<file path="config.mk">
export PLATFORM = sky130hd
export DESIGN_NAME = rv32v_uop_sequencer
export DESIGN_NICKNAME = d
export VERILOG_FILES = /design/src/rtl/rv32v_types_pkg.sv /design/src/rtl/rv32v_uop_sequencer.sv
export SDC_FILE = /design/constraint.sdc
export NUM_CORES = 1
export LEC_CHECK = 0
export BUFFER_PORTS_ARGS = -buffer_cell sky130_fd_sc_hd__buf_2
export CAP_MARGIN = 10
export CORE_MARGIN = 3
export CORE_UTILIZATION = 30
export DETAILED_ROUTE_END_ITERATION = 8
export GPL_TIMING_DRIVEN = 0
export REMOVE_ABC_BUFFERS = 1
export SLEW_MARGIN = 10
export SYNTH_ARGS = -nofsm -noshare
export SYNTH_HDL_FRONTEND = slang
export SYNTH_SLANG_ARGS = --single-unit
</file>
<file path="constraint.sdc">
create_clock -name CLK -period 3.42 [get_ports CLK]
set_clock_uncertainty 0.05 [all_clocks]
set_input_delay 0.513 -clock CLK [delete_from_list [all_inputs] [get_ports CLK]]
set_output_delay 0.513 -clock CLK [all_outputs]
set_load 0.01 [all_outputs]
</file>
<file path="src/rtl/rv32v_types_pkg.sv">
// Shared types for the RV32V uop sequencer: element-offset type, default
// vector-length width and the sequencer FSM state encoding.
package rv32v_types_pkg;

    localparam int VL_WIDTH = 7;

    typedef logic [VL_WIDTH-1:0] offset_t;

    typedef enum logic {
        IDLE = 1'b0,
        RUN  = 1'b1
    } seq_state_e;

endpackage

</file>
<file path="src/rtl/rv32v_uop_sequencer.sv">
// Splits one decoded vector instruction into two-element uops (lane 0/1),
// issuing one uop per cycle with stall hold, flush abort and back-to-back reload.
module rv32v_uop_sequencer
    import rv32v_types_pkg::*;
#(
    parameter int VL_WIDTH = rv32v_types_pkg::VL_WIDTH
) (
    input  logic                     CLK,
    input  logic                     nRST,
    input  logic                     in_valid,
    output logic                     in_ready,
    input  logic [VL_WIDTH:0]        vl,
    input  logic [VL_WIDTH:0]        vstart,
    input  logic                     vm,
    input  logic [2**VL_WIDTH-1:0]   vmask,
    input  logic                     stall,
    input  logic                     flush,
    output logic                     out_valid,
    output offset_t                  woffset0,
    output offset_t                  woffset1,
    output logic                     wen0,
    output logic                     wen1,
    output logic                     mask0,
    output logic                     mask1,
    output logic                     last_uop
);

    seq_state_e               state_q, state_d;
    logic [VL_WIDTH:0]        cnt_q, cnt_d;
    logic [VL_WIDTH:0]        vl_q, vl_d;
    logic                     vm_q, vm_d;
    logic [2**VL_WIDTH-1:0]   vmask_q, vmask_d;

    // One extra bit on the +1/+2 sums so the length compares never wrap.
    logic [VL_WIDTH+1:0]      cnt_p1, cnt_p2, vl_ext;
    logic                     run, accept;

    assign run    = (state_q == RUN);
    assign cnt_p1 = {1'b0, cnt_q} + (VL_WIDTH+2)'(1);
    assign cnt_p2 = {1'b0, cnt_q} + (VL_WIDTH+2)'(2);
    assign vl_ext = {1'b0, vl_q};

    // Uop outputs come only from registered state.
    assign out_valid = run;
    assign woffset0  = cnt_q[VL_WIDTH-1:0];
    assign woffset1  = cnt_p1[VL_WIDTH-1:0];
    assign wen0      = (cnt_q < vl_q);
    assign wen1      = (cnt_p1 < vl_ext);
    assign mask0     = vm_q | vmask_q[woffset0];
    assign mask1     = vm_q | vmask_q[woffset1];
    assign last_uop  = run && (cnt_p2 >= vl_ext);

    assign in_ready  = !run || (last_uop && !stall && !flush);
    assign accept    = in_valid && in_ready && !flush;

    always_ff @(posedge CLK or negedge nRST) begin
        if (!nRST) begin
            state_q <= IDLE;
            cnt_q   <= '0;
            vl_q    <= '0;
            vm_q    <= 1'b1;
            vmask_q <= '0;
        end else begin
            state_q <= state_d;
            cnt_q   <= cnt_d;
            vl_q    <= vl_d;
            vm_q    <= vm_d;
            vmask_q <= vmask_d;
        end
    end

    always_comb begin
        state_d = state_q;
        cnt_d   = cnt_q;
        vl_d    = vl_q;
        vm_d    = vm_q;
        vmask_d = vmask_q;
        if (flush) begin
            state_d = IDLE;
        end else if (accept) begin
            // Covers both the idle accept and the no-bubble reload on the last uop.
            state_d = RUN;
            cnt_d   = vstart;
            vl_d    = vl;
            vm_d    = vm;
            vmask_d = vmask;
        end else if (run && !stall) begin
            if (last_uop) state_d = IDLE;
            else          cnt_d   = cnt_p2[VL_WIDTH:0];
        end
    end

endmodule

</file>
* Yosys cells after proc, flatten, opt, wreduce, memory -nomap -nowiden *
Cells that the tools add are included.

storage, ports and cells
  register bits = 146
  output and inout port bits = 21
  input bits = 150
  word-level logic and storage cells = 43

operators by class
  $add $sub $neg = 2
  reduce and logical (&&, ||, !) cells = 16
  equal/unequal tests = 1
  multiplexer cells = 11
  $lt $le $gt $ge = 5
  bitwise logic cells = 3

operators with widths
  operator               number
  $mux W8                3
  $lt A7 B8 Y1 const B   2
  $bmux W1 S7            2
  $add A8 B1 Y9 const B  1
  $add A8 B2 Y9 const B  1
  $ge A9 B8 Y1           1
  $lt A9 B8 Y1           1
  $lt A8 B8 Y1           1
  $logic_and A1 B1 Y1    6
  $mux W1                6
  $reduce_bool A3 Y1     2
  $reduce_and A2 Y1      2
  $logic_not A1 Y1       3
  $reduce_and A3 Y1      1
  $ne A2 B1 Y1 const B   1
  $or A1 B1 Y1           2
  $reduce_bool A2 Y1     1
  $logic_or A1 B1 Y1     1
  $not A1 Y1             1

* Logic depth before layout (Yosys ltp) *
Gate-level depths: netlist (run 1).

  depth after elaboration = 10
  gate-level depth with buffers = 16
  depth with buffers taken out = 12

* Worst setup path before layout (run 1) *
Ideal clock, no wire load.

  path kind = flip-flop to flip-flop
  start point = register cnt_q[3]
  end point = register cnt_q[4]
  cell stages (with the launch flop) = 17
  path slack = -92 ps
  buffers on the path = 5
  library setup time = 126 ps
  data arrival time = 3336 ps
  period minus slack after synthesis = 3512 ps
  required time = 3244 ps
  cells stage by stage = dfrtp_1 buf_2 buf_1 nand2_1 or3_1 nand2_1 ha_1 and3_1 a221oi_1 o21a_1 o21a_1 o21ai_1 and2_1 buf_4 buf_6 buf_6 a221o_1

between the ends
  cells in the longest elaborated chain, start to end = 10
  elaborated cells on any way between the ends = 14
  those cells by class = 1 x add/sub; 1 x order compare; 1 x eq/ne; 3 x mux; 8 x reduce/logical

ends and longest elaborated chain
  what                                                                        RTL line                   source
  start, declared                                                             rv32v_uop_sequencer.sv:29  logic [VL_WIDTH:0] cnt_q, cnt_d;
  start signal, assigned                                                      rv32v_uop_sequencer.sv:65  cnt_q <= cnt_d;
  $add A8 B2 Y9 *                                                             rv32v_uop_sequencer.sv:40  assign cnt_p2 = {1'b0, cnt_q} + (VL_WIDTH+2)'(2);
  $ge A9 B8 Y1                                                                rv32v_uop_sequencer.sv:51  assign last_uop = run && (cnt_p2 >= vl_ext);
  $logic_and A1 B1 Y1                                                         rv32v_uop_sequencer.sv:51
  $logic_and A1 B1 Y1 (2 in series)                                           rv32v_uop_sequencer.sv:53  assign in_ready = !run || (last_uop && !stall && !flush);
  $logic_or A1 B1 Y1                                                          rv32v_uop_sequencer.sv:53
  $logic_and A1 B1 Y1 (2 in series)                                           rv32v_uop_sequencer.sv:54  assign accept = in_valid && in_ready && !flush;
  $ne A2 B1 Y1 (no source line) / $reduce_bool A2 Y1 (equally long branches)  -
  $reduce_and A3 Y1 (no source line)                                          -

Mark *: on every way between the ends. The rest lies on a longest branch, timed or not. The select of a mux whose other input is x is not followed.
A chain may end at the register's enable or synchronous reset.

* Worst setup path after layout (run 1) *
  start point = register cnt_q[0]
  end point = output port mask1

between the ends
  cells in the longest elaborated chain, start to end = 4

ends and longest elaborated chain
  what                           RTL line                   source
  $add A8 B1 Y9                  rv32v_uop_sequencer.sv:39  assign cnt_p1 = {1'b0, cnt_q} + (VL_WIDTH+2)'(1);
  $bmux W1 S7                    rv32v_uop_sequencer.sv:50  assign mask1 = vm_q | vmask_q[woffset1];
  $mux W1 (not written as such)  rv32v_uop_sequencer.sv:50
  $or A1 B1 Y1                   rv32v_uop_sequencer.sv:50
  end, declared                  rv32v_uop_sequencer.sv:24  output logic mask1,

Every way passes these cells. The select of a mux whose other input is x is not followed.

==> flow_metrics.py, run 1 <==
metrics = {
    "outcome": {
        "outcome": "complete, but fails checks",
        "violations": "capacitance limit, slew limit, setup timing",
    },
    "sta": {
        "setup_viol": 121,
        "layout_setup_ws_ns": -0.425,
        "maxSlewHeadroom_pct": -7.04,
        "fin_crit_sh_pct": 112,
        "rsz0062_at_grt": "yes",
        "fmax_mhz": 260,
        "whs_ns": 0.234,
        "tns_ns": -9.22,
        "fin_crit_ns": 3.84,
        "worstMarginPinSlew_ns": 1.60,
        "finalHoldViolCount": 0,
        "drv_slew": 20,
    },
    "synth": {
        "synth_cells": 591,
        "synth_area_um2": 8430,
        "ys_ff_latch": 146,
        "synth.yosys.seq_area_share_pct": 43.4,
        "synth.distinct_cells": 51,
        "ys.flop_type": "dfrtp_1",
        "synth_edf_count": 0,
        "yosysWarnings": 0,
        "synth_area_per_cell_um2": 14.3,
        "ys_async_sr_fraction_pct": 100,
    },
    "placed_design": {
        "hpwl_um": 16100,
        "placedCellCount": 1089,
        "port_buffers": 170,
        "pre_cts_slack_ns": -2.08,
        "dpl-instance-area_um2": 9570,
        "place_congestion": 0.806,
    },
    "clocking": {
        "cts_tree": "yes",
        "insertion_delay_ns": 0.42,
        "clockBufferDepth": 2,
        "htreeDepth": 4,
        "cts-root-buf": "clkbuf_16",
        "clk_pin_slew_worst_paths_ns": 0.07,
        "clkSinkCount": 146,
        "cts_buffers": 17,
    },
    "final_layout": {
        "nets": 997,
        "drive_gt1_share_pct": 63.8,
        "diodes": 0,
        "fin_area_um2": 11600,
        "instances_no_fill": 1207,
        "final_util_pct": 42.5,
        "area_delta_synth_final_pct": 37.3,
        "fillers": 2564,
    },
    "floorplan": {
        "core_um2": 27300,
        "io_pins": 171,
        "die_area_um2": 30100,
        "start_util_pct": 30.9,
        "row_count": 60,
        "fp.dieW_um": 174,
        "die_y_um": 174,
    },
    "run": {
        "drv_cap": 1,
    },
    "power_and_ir_drop": {
        "power_leakage_nw": 4.94,
        "peakVddDrop_uv": 310,
        "p_total_mw": 10.1,
        "cellPowerDensity_nw_per_um2": 875,
    },
    "detailed_routing": {
        "drtAntennaViolNets": 0,
        "drt_first_iter_violations": 461,
        "firstDrtPassIters": 4,
        "drc_errors": 0,
        "via_per_inst": 5.23,
        "totalWireLength_um": 28500,
        "vias": 6316,
        "post_drt_wl_per_cell_um": 23.6,
    },
    "global_routing": {
        "grt_pass1_wl_um": 40100,
        "antenna_found_initial": 6,
        "track_usage_pct": 17.6,
        "grt_pass1_vias": 6489,
        "grt_max_degree": 84,
        "grt_overflow_total": 0,
    },
    "hold_path": {
        "hold_path_class": "in -> reg",
    },
    "worst_setup_path": {
        "worstSetupPathType": "reg -> out",
        "crit_path_start_kind": "flip-flop",
        "arrival_ns": 3.28,
        "cp-end-kind": "output pin",
        "cp_max_fo": 9,
        "cp.required_ns": 2.86,
    },
}
==> path summary, 6_finish.rpt <==
| check | start | endpoint | slack [ns] | cells past startpoint |
|---|---|---|---|---|
| setup / recovery | cnt_q[0]$_DFFE_PN0P_ | mask1 | -0.42 | 8 |
| hold / removal | flush | out_valid$_DFFE_PN0P_ | 0.23 | 2 |
| setup reg to reg | cnt_q[1]$_DFFE_PN0P_ | vmask_q[81]$_DFFE_PN0P_ | -0.13 | 17 |
| hold reg to reg | vmask_q[107]$_DFFE_PN0P_ | vmask_q[107]$_DFFE_PN0P_ | 0.48 | 1 |
| max in group asynchronous | nRST | vmask_q[81]$_DFFE_PN0P_ | 1.97 | 3 |
| min in group asynchronous | nRST | cnt_q[0]$_DFFE_PN0P_ | 0.56 | 2 |
==> logic make-up (layout without fill, tap and decap cells) <==
family | Yosys count | count (layout) | synth area share [%]
compound gates | 69 | 69 | 5.58
xor+xnor | 11 | 11 | 1.37
fa+ha+maj | 25 | 25 | 3.71
buf+inv | 60 | 297 | 4.17
flops | 146 | 146 | 43.4
mux | 220 | 220 | 38.1
simple gates | 60 | 67 | 3.70
==> routing by layer <==
layer	share of wire (%)	vias to the layer above	global-route usage (%)
li1	-	2764	-
met1	46	3323	23.8
met2	48	187	29.3
met3	5.4	30	4.31
met4	1.1	12	3.28
met5	0.27	-	0
==> report_power, final <==
part | internal, mW | switching (mW) | total (mW)
logic | 3.07 | 2.43 | 5.50
clock network | 0.951 | 0.857 | 1.81
registers | 2.28 | 0.528 | 2.81
==> synth_stat cells (2+ instances only) <==
| cell | n | area share (%) |
|---|---|---|
| a211oi_1 | 5 | 0.45 |
| a21o_1 | 6 | 0.53 |
| a21oi_1 | 12 | 0.71 |
| a221o_1 | 4 | 0.47 |
| a221oi_1 | 3 | 0.31 |
| a32oi_1 | 2 | 0.21 |
| and2_1 | 2 | 0.15 |
| and3_1 | 3 | 0.22 |
| buf_1 | 2 | 0.089 |
| buf_2 | 14 | 0.83 |
| buf_4 | 17 | 1.5 |
| buf_6 | 6 | 0.80 |
| clkbuf_1 | 9 | 0.40 |
| dfrtp_1 | 145 | 43 |
| ha_1 | 25 | 3.7 |
| inv_1 | 10 | 0.45 |
| inv_2 | 2 | 0.089 |
| mux2_2 | 132 | 18 |
| mux2i_1 | 23 | 2.7 |
| mux4_1 | 9 | 2.8 |
| mux4_2 | 56 | 15 |
| nand2_1 | 15 | 0.67 |
| nand2b_1 | 3 | 0.22 |
| nand3_1 | 14 | 0.83 |
| nand4_1 | 2 | 0.15 |
| nor2_1 | 6 | 0.27 |
| nor2b_1 | 3 | 0.22 |
| nor3_1 | 3 | 0.18 |
| nor3b_1 | 4 | 0.36 |
| o211ai_1 | 2 | 0.18 |
| o21a_1 | 5 | 0.45 |
| o21ai_0 | 15 | 0.89 |
| o221ai_1 | 3 | 0.31 |
| o22ai_1 | 3 | 0.22 |
| or2_2 | 2 | 0.15 |
| xnor2_1 | 6 | 0.62 |
| xor2_1 | 4 | 0.42 |
==> critical path, cell delays in order, from the launching register on <==
cell	delay (ns)
dfrtp_4	0.52
ha_4	0.33
buf_12	0.16
mux4_2	0.51
mux4_2	0.50
mux2i_1	0.18
a21oi_1	0.11
a311o_1	0.37
buf_2	0.15
==> final cells by class <==
| cell class | instances | area [µm²] | share of cell area, % |
|---|---|---|---|
| Multi-Input combinational cell | 392 | 4750 | 41.0 |
| Sequential cell | 146 | 3680 | 31.8 |
| Timing Repair Buffer | 253 | 2070 | 17.9 |
| Tap cell | 372 | 465 | 4.02 |
| Clock buffer | 17 | 425 | 3.68 |
| Clock inverter | 15 | 125 | 1.08 |
| Inverter | 12 | 60.1 | 0.519 |
==> cell usage in the layout (no fill, tap or decap), drive strengths merged, types with 2 or more instances in the layout <==
cell type,Yosys,routed
dfrtp,145,145
nand2,15,15
mux4,65,65
and3,3,3
and2,2,9
nor3,3,3
mux2,132,132
nor2,6,6
a32oi,2,2
clkinvlp,0,2
nor3b,4,4
mux2i,23,23
clkinv,0,6
xnor2,7,7
o21ai,16,16
bufbuf,0,2
o211ai,2,2
a21oi,12,12
clkbuf,9,25
buf,39,242
nand2b,3,3
a221oi,3,3
inv,12,19
a221o,4,4
o21a,5,5
a211oi,5,5
a21o,6,6
ha,25,25
nor2b,3,3
o221ai,3,3
xor2,4,4
nand4,2,2
nand3,14,14
or2,2,2
o22ai,3,3
==> timing repair <==
action,CTS,global route
cloned,6,18
gates resized for setup,51,49
hold buffers,1,0
endpoints found under the setup margin,155,141
pin swaps,9,16
endpoints found under the hold margin,3,0
buffers inserted,42,20
==> flip-flops by register name, summed over array words and instances, names as in the netlist <==
signal / cells
out_valid: 1
vl_q: 8
vm_q: 1
cnt_q: 8
vmask_q: 128
Note: power is estimated with default switching activity, not from simulation.
==> run 2: changes to the inputs <==
- CORE_MARGIN: 3 -> 4
- TNS_END_PERCENT: not set -> 1
==> flow_metrics.py, run 2 (same netlist as run 1, synthesis figures left out) <==
metrics = {
    "power_and_ir_drop": {
        "p_total_mw": 9.90,
        "power_leakage_nw": 4.57,
        "peakVddDrop_uv": 332,
        "cellPowerDensity_nw_per_um2": 919,
    },
    "final_layout": {
        "final_common_cell": "buf_2",
        "largest_register_ffs": 128,
        "area_delta_synth_final_pct": 27.8,
        "largest_register": "vmask_q",
        "final_cell_mix": "168 x buf_2, 139 x dfrtp_1, 132 x mux2_2",
        "instances_no_fill": 1159,
        "nets": 941,
        "drive_gt1_share_pct": 60.1,
        "top_regs": "vmask_q: 128 flops, cnt_q: 8 flops, vl_q: 8 flops",
        "fin_area_um2": 10800,
    },
    "floorplan": {
        "core_um2": 27800,
        "die_area_um2": 30800,
        "fp.dieW_um": 176,
        "die_y_um": 176,
        "io_pins": 171,
        "row_count": 61,
        "start_util_pct": 30.3,
    },
    "sta": {
        "finalHoldViolCount": 6,
        "whs_ns": -0.0212,
        "maxSlewHeadroom_pct": 25.7,
        "worstMarginPinSlew_ns": 1.11,
        "drv_slew": 0,
        "fmax_mhz": 249,
        "fin_crit_ns": 4.01,
        "setup_viol": 114,
        "fin_crit_sh_pct": 117,
        "rsz0062_at_grt": "yes",
        "layout_setup_ws_ns": -0.594,
    },
    "worst_setup_path": {
        "cp.required_ns": 2.86,
        "arrival_ns": 3.45,
        "worstPathCellList": "buf_16, ha_4, bufbuf_16, mux4_1, mux4_2, mux2i_2, a2111oi_2, a311o_1, buf_6",
        "rr_worst_depth": 13,
        "worstSetupPathType": "reg -> out",
        "cp-end-kind": "output pin",
        "crit_path_max_incr_delay_ns": 0.54,
        "r2r-start": "cnt_q[2]$_DFFE_PN0P_",
        "worstReg2RegEnd": "vmask_q[26]$_DFFE_PN0P_",
        "rrSetupSlack_ns": -0.25,
        "slowest_stage": "mux4_1",
        "cp_max_fo": 5,
        "crit_path_start_kind": "flip-flop",
    },
    "run": {
        "drv_cap": 0,
    },
    "clocking": {
        "htreeDepth": 4,
        "cts_tree": "yes",
        "clk_pin_slew_worst_paths_ns": 0.07,
        "cts-root-buf": "clkbuf_16",
        "insertion_delay_ns": 0.42,
        "cts_buffers": 17,
        "clockBufferDepth": 2,
        "clkSinkCount": 146,
    },
    "global_routing": {
        "track_usage_pct": 16.9,
        "antenna_found_initial": 6,
        "grt_overflow_total": 0,
        "grt_max_degree": 79,
        "grt_pass1_wl_um": 39000,
        "grt_pass1_vias": 6323,
    },
    "placed_design": {
        "dpl-instance-area_um2": 9580,
        "port_buffers": 170,
        "placedCellCount": 1095,
        "hpwl_um": 16400,
        "place_congestion": 0.796,
    },
    "detailed_routing": {
        "drc_errors": 0,
        "via_per_inst": 5.10,
        "firstDrtPassIters": 4,
        "drtAntennaViolNets": 0,
        "post_drt_wl_per_cell_um": 22.2,
        "vias": 5912,
        "drt_first_iter_violations": 427,
        "totalWireLength_um": 25700,
    },
    "outcome": {
        "violations": "hold timing, setup timing",
        "outcome": "complete, but fails checks",
    },
    "hold_path": {
        "hold_path_class": "in -> async",
    },
}
run 2: worst max path at each step:
stage | start | to | slack, ns | depth (start not counted)
after detailed placement | cnt_q[1]$_DFFE_PN0P_ | vmask_q[42]$_DFFE_PN0P_ | -2.30 | 12
final | cnt_q[0]$_DFFE_PN0P_ | mask1 | -0.59 | 9
after global placement | cnt_q[0]$_DFFE_PN0P_ | vmask_q[105]$_DFFE_PN0P_ | -7.67 | 9
after CTS | cnt_q[0]$_DFFE_PN0P_ | mask1 | -0.65 | 10
after floorplan | cnt_q[0]$_DFFE_PN0P_ | cnt_q[3]$_DFFE_PN0P_ | -4.64 | 9
after global routing | cnt_q[0]$_DFFE_PN0P_ | mask1 | -0.67 | 10
run 2: stage by stage:
stage                     worst slack (ns)  util (%)  setup TNS, ns
after floorplan                      -4.64         -        -676.65
after global placement               -7.67      34.0       -1208.71
after detailed placement             -2.30      34.5        -313.25
after CTS                           -0.652      38.8         -18.35
after global routing                -0.669      38.8         -44.36
final                               -0.594      38.8         -19.68
run 2: critical path, delay by kind of cell, from the launching register on:
kind	cells	cell delay, ns
flops	1	0.51
compound gates	2	0.41
fa+ha+maj	1	0.29
mux	3	1.27
buf+inv	3	0.56
run 2: what timing repair did:
action / 4_1_cts / 5_1_grt
setup buffers: 24 / 0
endpoints found under the hold margin: 0 / 0
setup endpoints to repair: 155 / 149
gates cloned: 6 / 0
pin swaps: 9 / 6
resized for setup: 38 / 17
hold buffers: 0 / 0
run 2: metal layers:
| layer | up-vias | global-route usage (%) | wire (µm) |
|---|---|---|---|
| met3 | 29 | 4.20 | 1460 |
| met5 | - | 0 | 44 |
| met4 | 10 | 3.48 | 356 |
| met2 | 183 | 27.2 | 12200 |
| li1 | 2634 | - | - |
| met1 | 3056 | 23.4 | 11700 |
run 2: layout make-up:
class,instances,area [µm²]
clock inverter,12,178
tap,378,473
sequential,146,3670
fill,2695,17000
multi-input combinational,387,4560
inverter,12,48.8
clock buffer,20,467
antenna,2,5.00
timing repair buffer,202,1380
run 2: power breakdown:
group | leakage [nW] | total (mW) | switching, mW | internal [mW]
registers | 1.71 | 2.88 | 0.598 | 2.28
logic | 2.54 | 4.96 | 2.19 | 2.78
clock network | 0.317 | 2.06 | 0.777 | 1.29
==> run 3: changes to the inputs <==
- ABC_AREA: not set -> 1
- PLACE_DENSITY_LB_ADDON: not set -> 0.05
- TNS_END_PERCENT: 1 -> 100
==> flow_metrics.py, run 3 <==
metrics = {
    "synth": {
        "yosys.area.top_type": "dfrtp_1",
        "synth.yosys.seq_area_share_pct": 40.0,
        "synth_area_per_cell_um2": 7.14,
        "synth_top_area_share_pct": 39.7,
        "ys_ff_latch": 146,
        "synth_area_um2": 9130,
        "netlist_top_cells_area": "dfrtp_1 40%, nand2_1 11%, nand3_1 7.8%, a21oi_1 7.1%, inv_1 6.8%",
        "synth.most_common_cell": "nand2_1",
        "ys_async_sr_fraction_pct": 100,
        "synth_common_cells": "276 x nand2_1, 165 x inv_1, 145 x dfrtp_1, 142 x nand3_1, 129 x a21oi_1",
        "synth_edf_count": 0,
        "synth_cells": 1278,
        "yosysWarnings": 0,
        "ys.flop_type": "dfrtp_1",
        "synth.distinct_cells": 34,
    },
    "sta": {
        "fmax_mhz": 296,
        "fin_crit_ns": 3.38,
        "tns_ns": 0,
        "fin_crit_sh_pct": 98.8,
        "layout_setup_ws_ns": 0.0426,
        "drv_slew": 0,
        "rsz0062_at_grt": "yes",
        "worstMarginPinSlew_ns": 1.06,
        "whs_ns": 0.201,
        "finalHoldViolCount": 0,
        "maxSlewHeadroom_pct": 29.3,
        "setup_viol": 0,
    },
    "placed_design": {
        "place_congestion": 0.747,
        "hpwl_um": 20900,
        "pre_cts_slack_ns": -1.57,
        "placedCellCount": 1762,
        "port_buffers": 170,
        "dpl-instance-area_um2": 10200,
    },
    "detailed_routing": {
        "via_per_inst": 4.77,
        "post_drt_wl_per_cell_um": 18.3,
        "vias": 8789,
        "totalWireLength_um": 33700,
        "drc_errors": 0,
        "drtAntennaViolNets": 0,
        "drt_first_iter_violations": 515,
        "firstDrtPassIters": 5,
    },
    "clocking": {
        "cts-root-buf": "clkbuf_16",
        "cts_buffers": 17,
        "insertion_delay_ns": 0.43,
        "clkSinkCount": 146,
        "clockBufferDepth": 2,
        "cts_tree": "yes",
        "clk_pin_slew_worst_paths_ns": 0.07,
        "htreeDepth": 4,
    },
    "final_layout": {
        "nets": 1614,
        "drive_gt1_share_pct": 21.0,
        "final_util_pct": 38.6,
        "diodes": 0,
        "fillers": 3223,
        "largest_register_ffs": 128,
        "area_delta_synth_final_pct": 26.0,
        "final_common_cell": "nand2_1",
        "instances_no_fill": 1842,
        "fin_area_um2": 11500,
        "final_cell_mix": "273 x nand2_1, 169 x buf_2, 162 x inv_1",
        "top_regs": "vmask_q: 128 flops, cnt_q: 8 flops, vl_q: 8 flops",
        "multi_input_area_um2": 4520,
        "largest_register": "vmask_q",
        "final-seq-area_um2": 3670,
    },
    "worst_setup_path": {
        "cp_max_fo": 10,
        "cp-end-kind": "output pin",
        "rrSetupSlack_ns": 0.33,
        "arrival_ns": 2.81,
        "cp.required_ns": 2.86,
        "crit_path_start_kind": "flip-flop",
        "worstSetupPathType": "reg -> out",
    },
    "floorplan": {
        "start_util_pct": 30.6,
        "fp.dieW_um": 182,
        "core_um2": 29800,
        "row_count": 63,
        "die_y_um": 182,
        "io_pins": 171,
        "die_area_um2": 33300,
    },
    "global_routing": {
        "track_usage_pct": 19.4,
        "grt_max_degree": 84,
        "antenna_found_initial": 0,
        "grt_pass1_vias": 8479,
        "grt_overflow_total": 0,
        "grt_pass1_wl_um": 50200,
    },
    "run": {
        "drv_cap": 0,
    },
    "power_and_ir_drop": {
        "power_leakage_nw": 5.89,
        "cellPowerDensity_nw_per_um2": 1030,
        "peakVddDrop_uv": 377,
        "p_total_mw": 11.9,
    },
    "hold_path": {
        "hold_path_class": "in -> reg",
    },
    "outcome": {
        "outcome": "complete, no violations",
    },
}
-- run 3: cell count changes after synthesis, moves of 34 or more --
| cell | change |
|---|---|
| mux2_2 | -132 |
| nor2_1 | +121 |
| nand3_1 | +128 |
| mux4_2 | -56 |
| o21ai_1 | +34 |
| inv_1 | +155 |
| a21oi_1 | +117 |
| nand2_1 | +261 |
| o21ai_0 | +52 |
| o211ai_1 | +37 |
-- run 3: what timing repair did --
item	CTS	global route
endpoints found under the setup margin	157	82
pin swaps	5	4
setup buffers	28	12
resized for setup	27	22
hold buffers	1	0
hold endpoints to repair	12	0
cloned	2	5
-- run 3: cell families (layout without fill, tap and decap cells) --
group                      after synthesis  count (layout)  share of synthesized area, %
and+or+nand+nor                        569             571                          26.4
AOI/OAI and AO/OA                      274             274                          16.3
buffers and inverters                  255             427                          12.8
DFF                                    146             146                          40.0
adders and majority gates               25              25                          3.43
xor gates and xnor gates                 9               9                          1.03
-- run 3: worst paths after layout --
| kind | start | endpoint | depth (start not counted) |
|---|---|---|---|
| min | flush | out_valid$_DFFE_PN0P_ | 2 |
| min in group asynchronous | nRST | cnt_q[0]$_DFFE_PN0P_ | 2 |
| max | cnt_q[3]$_DFFE_PN0P_ | wen1 | 10 |
| max reg2reg | cnt_q[2]$_DFFE_PN0P_ | vmask_q[25]$_DFFE_PN0P_ | 18 |
| max in group asynchronous | nRST | cnt_q[1]$_DFFE_PN0P_ | 3 |
| min reg2reg | vmask_q[64]$_DFFE_PN0P_ | vmask_q[64]$_DFFE_PN0P_ | 2 |
-- run 3: per-layer routing --
layer | GRT usage (%) | share of wire [%] | vias to the layer above
li1 | - | - | 4464
met1 | 27.3 | 48 | 4106
met2 | 31.3 | 47 | 195
met3 | 3.43 | 4.1 | 24
met4 | 4.44 | 1.1 | 0
met5 | 0 | 0 | -
-- run 3: worst max-delay path, stage by stage (launching register included) --
cell      delay [ns]
dfrtp_2         0.43
buf_4           0.15
clkinv_2        0.27
nand2_1         0.23
o21ai_4         0.09
inv_2           0.26
ha_1            0.30
nand2_1         0.08
o21ai_0         0.11
a211oi_2        0.28
buf_2           0.18
-- run 3: report_power, final --
| group | total (mW) | switching [mW] | internal, mW | leakage (nW) |
|---|---|---|---|---|
| sequential | 2.92 | 0.441 | 2.48 | 1.65 |
| combinational | 7.03 | 4.41 | 2.62 | 3.96 |
| clock | 1.94 | 0.849 | 1.09 | 0.273 |
| total | 11.9 | 5.70 | 6.20 | 5.89 |
-- run 3: area by class of cell --
| class | count | share of cell area (%) |
|---|---|---|
| clock inverter | 13 | 1.31 |
| clock buffer | 19 | 3.76 |
| sequential | 146 | 31.9 |
| timing repair buffer | 226 | 13.7 |
| tap | 390 | 4.24 |
| multi-input combinational | 879 | 39.3 |
| inverter | 169 | 5.77 |
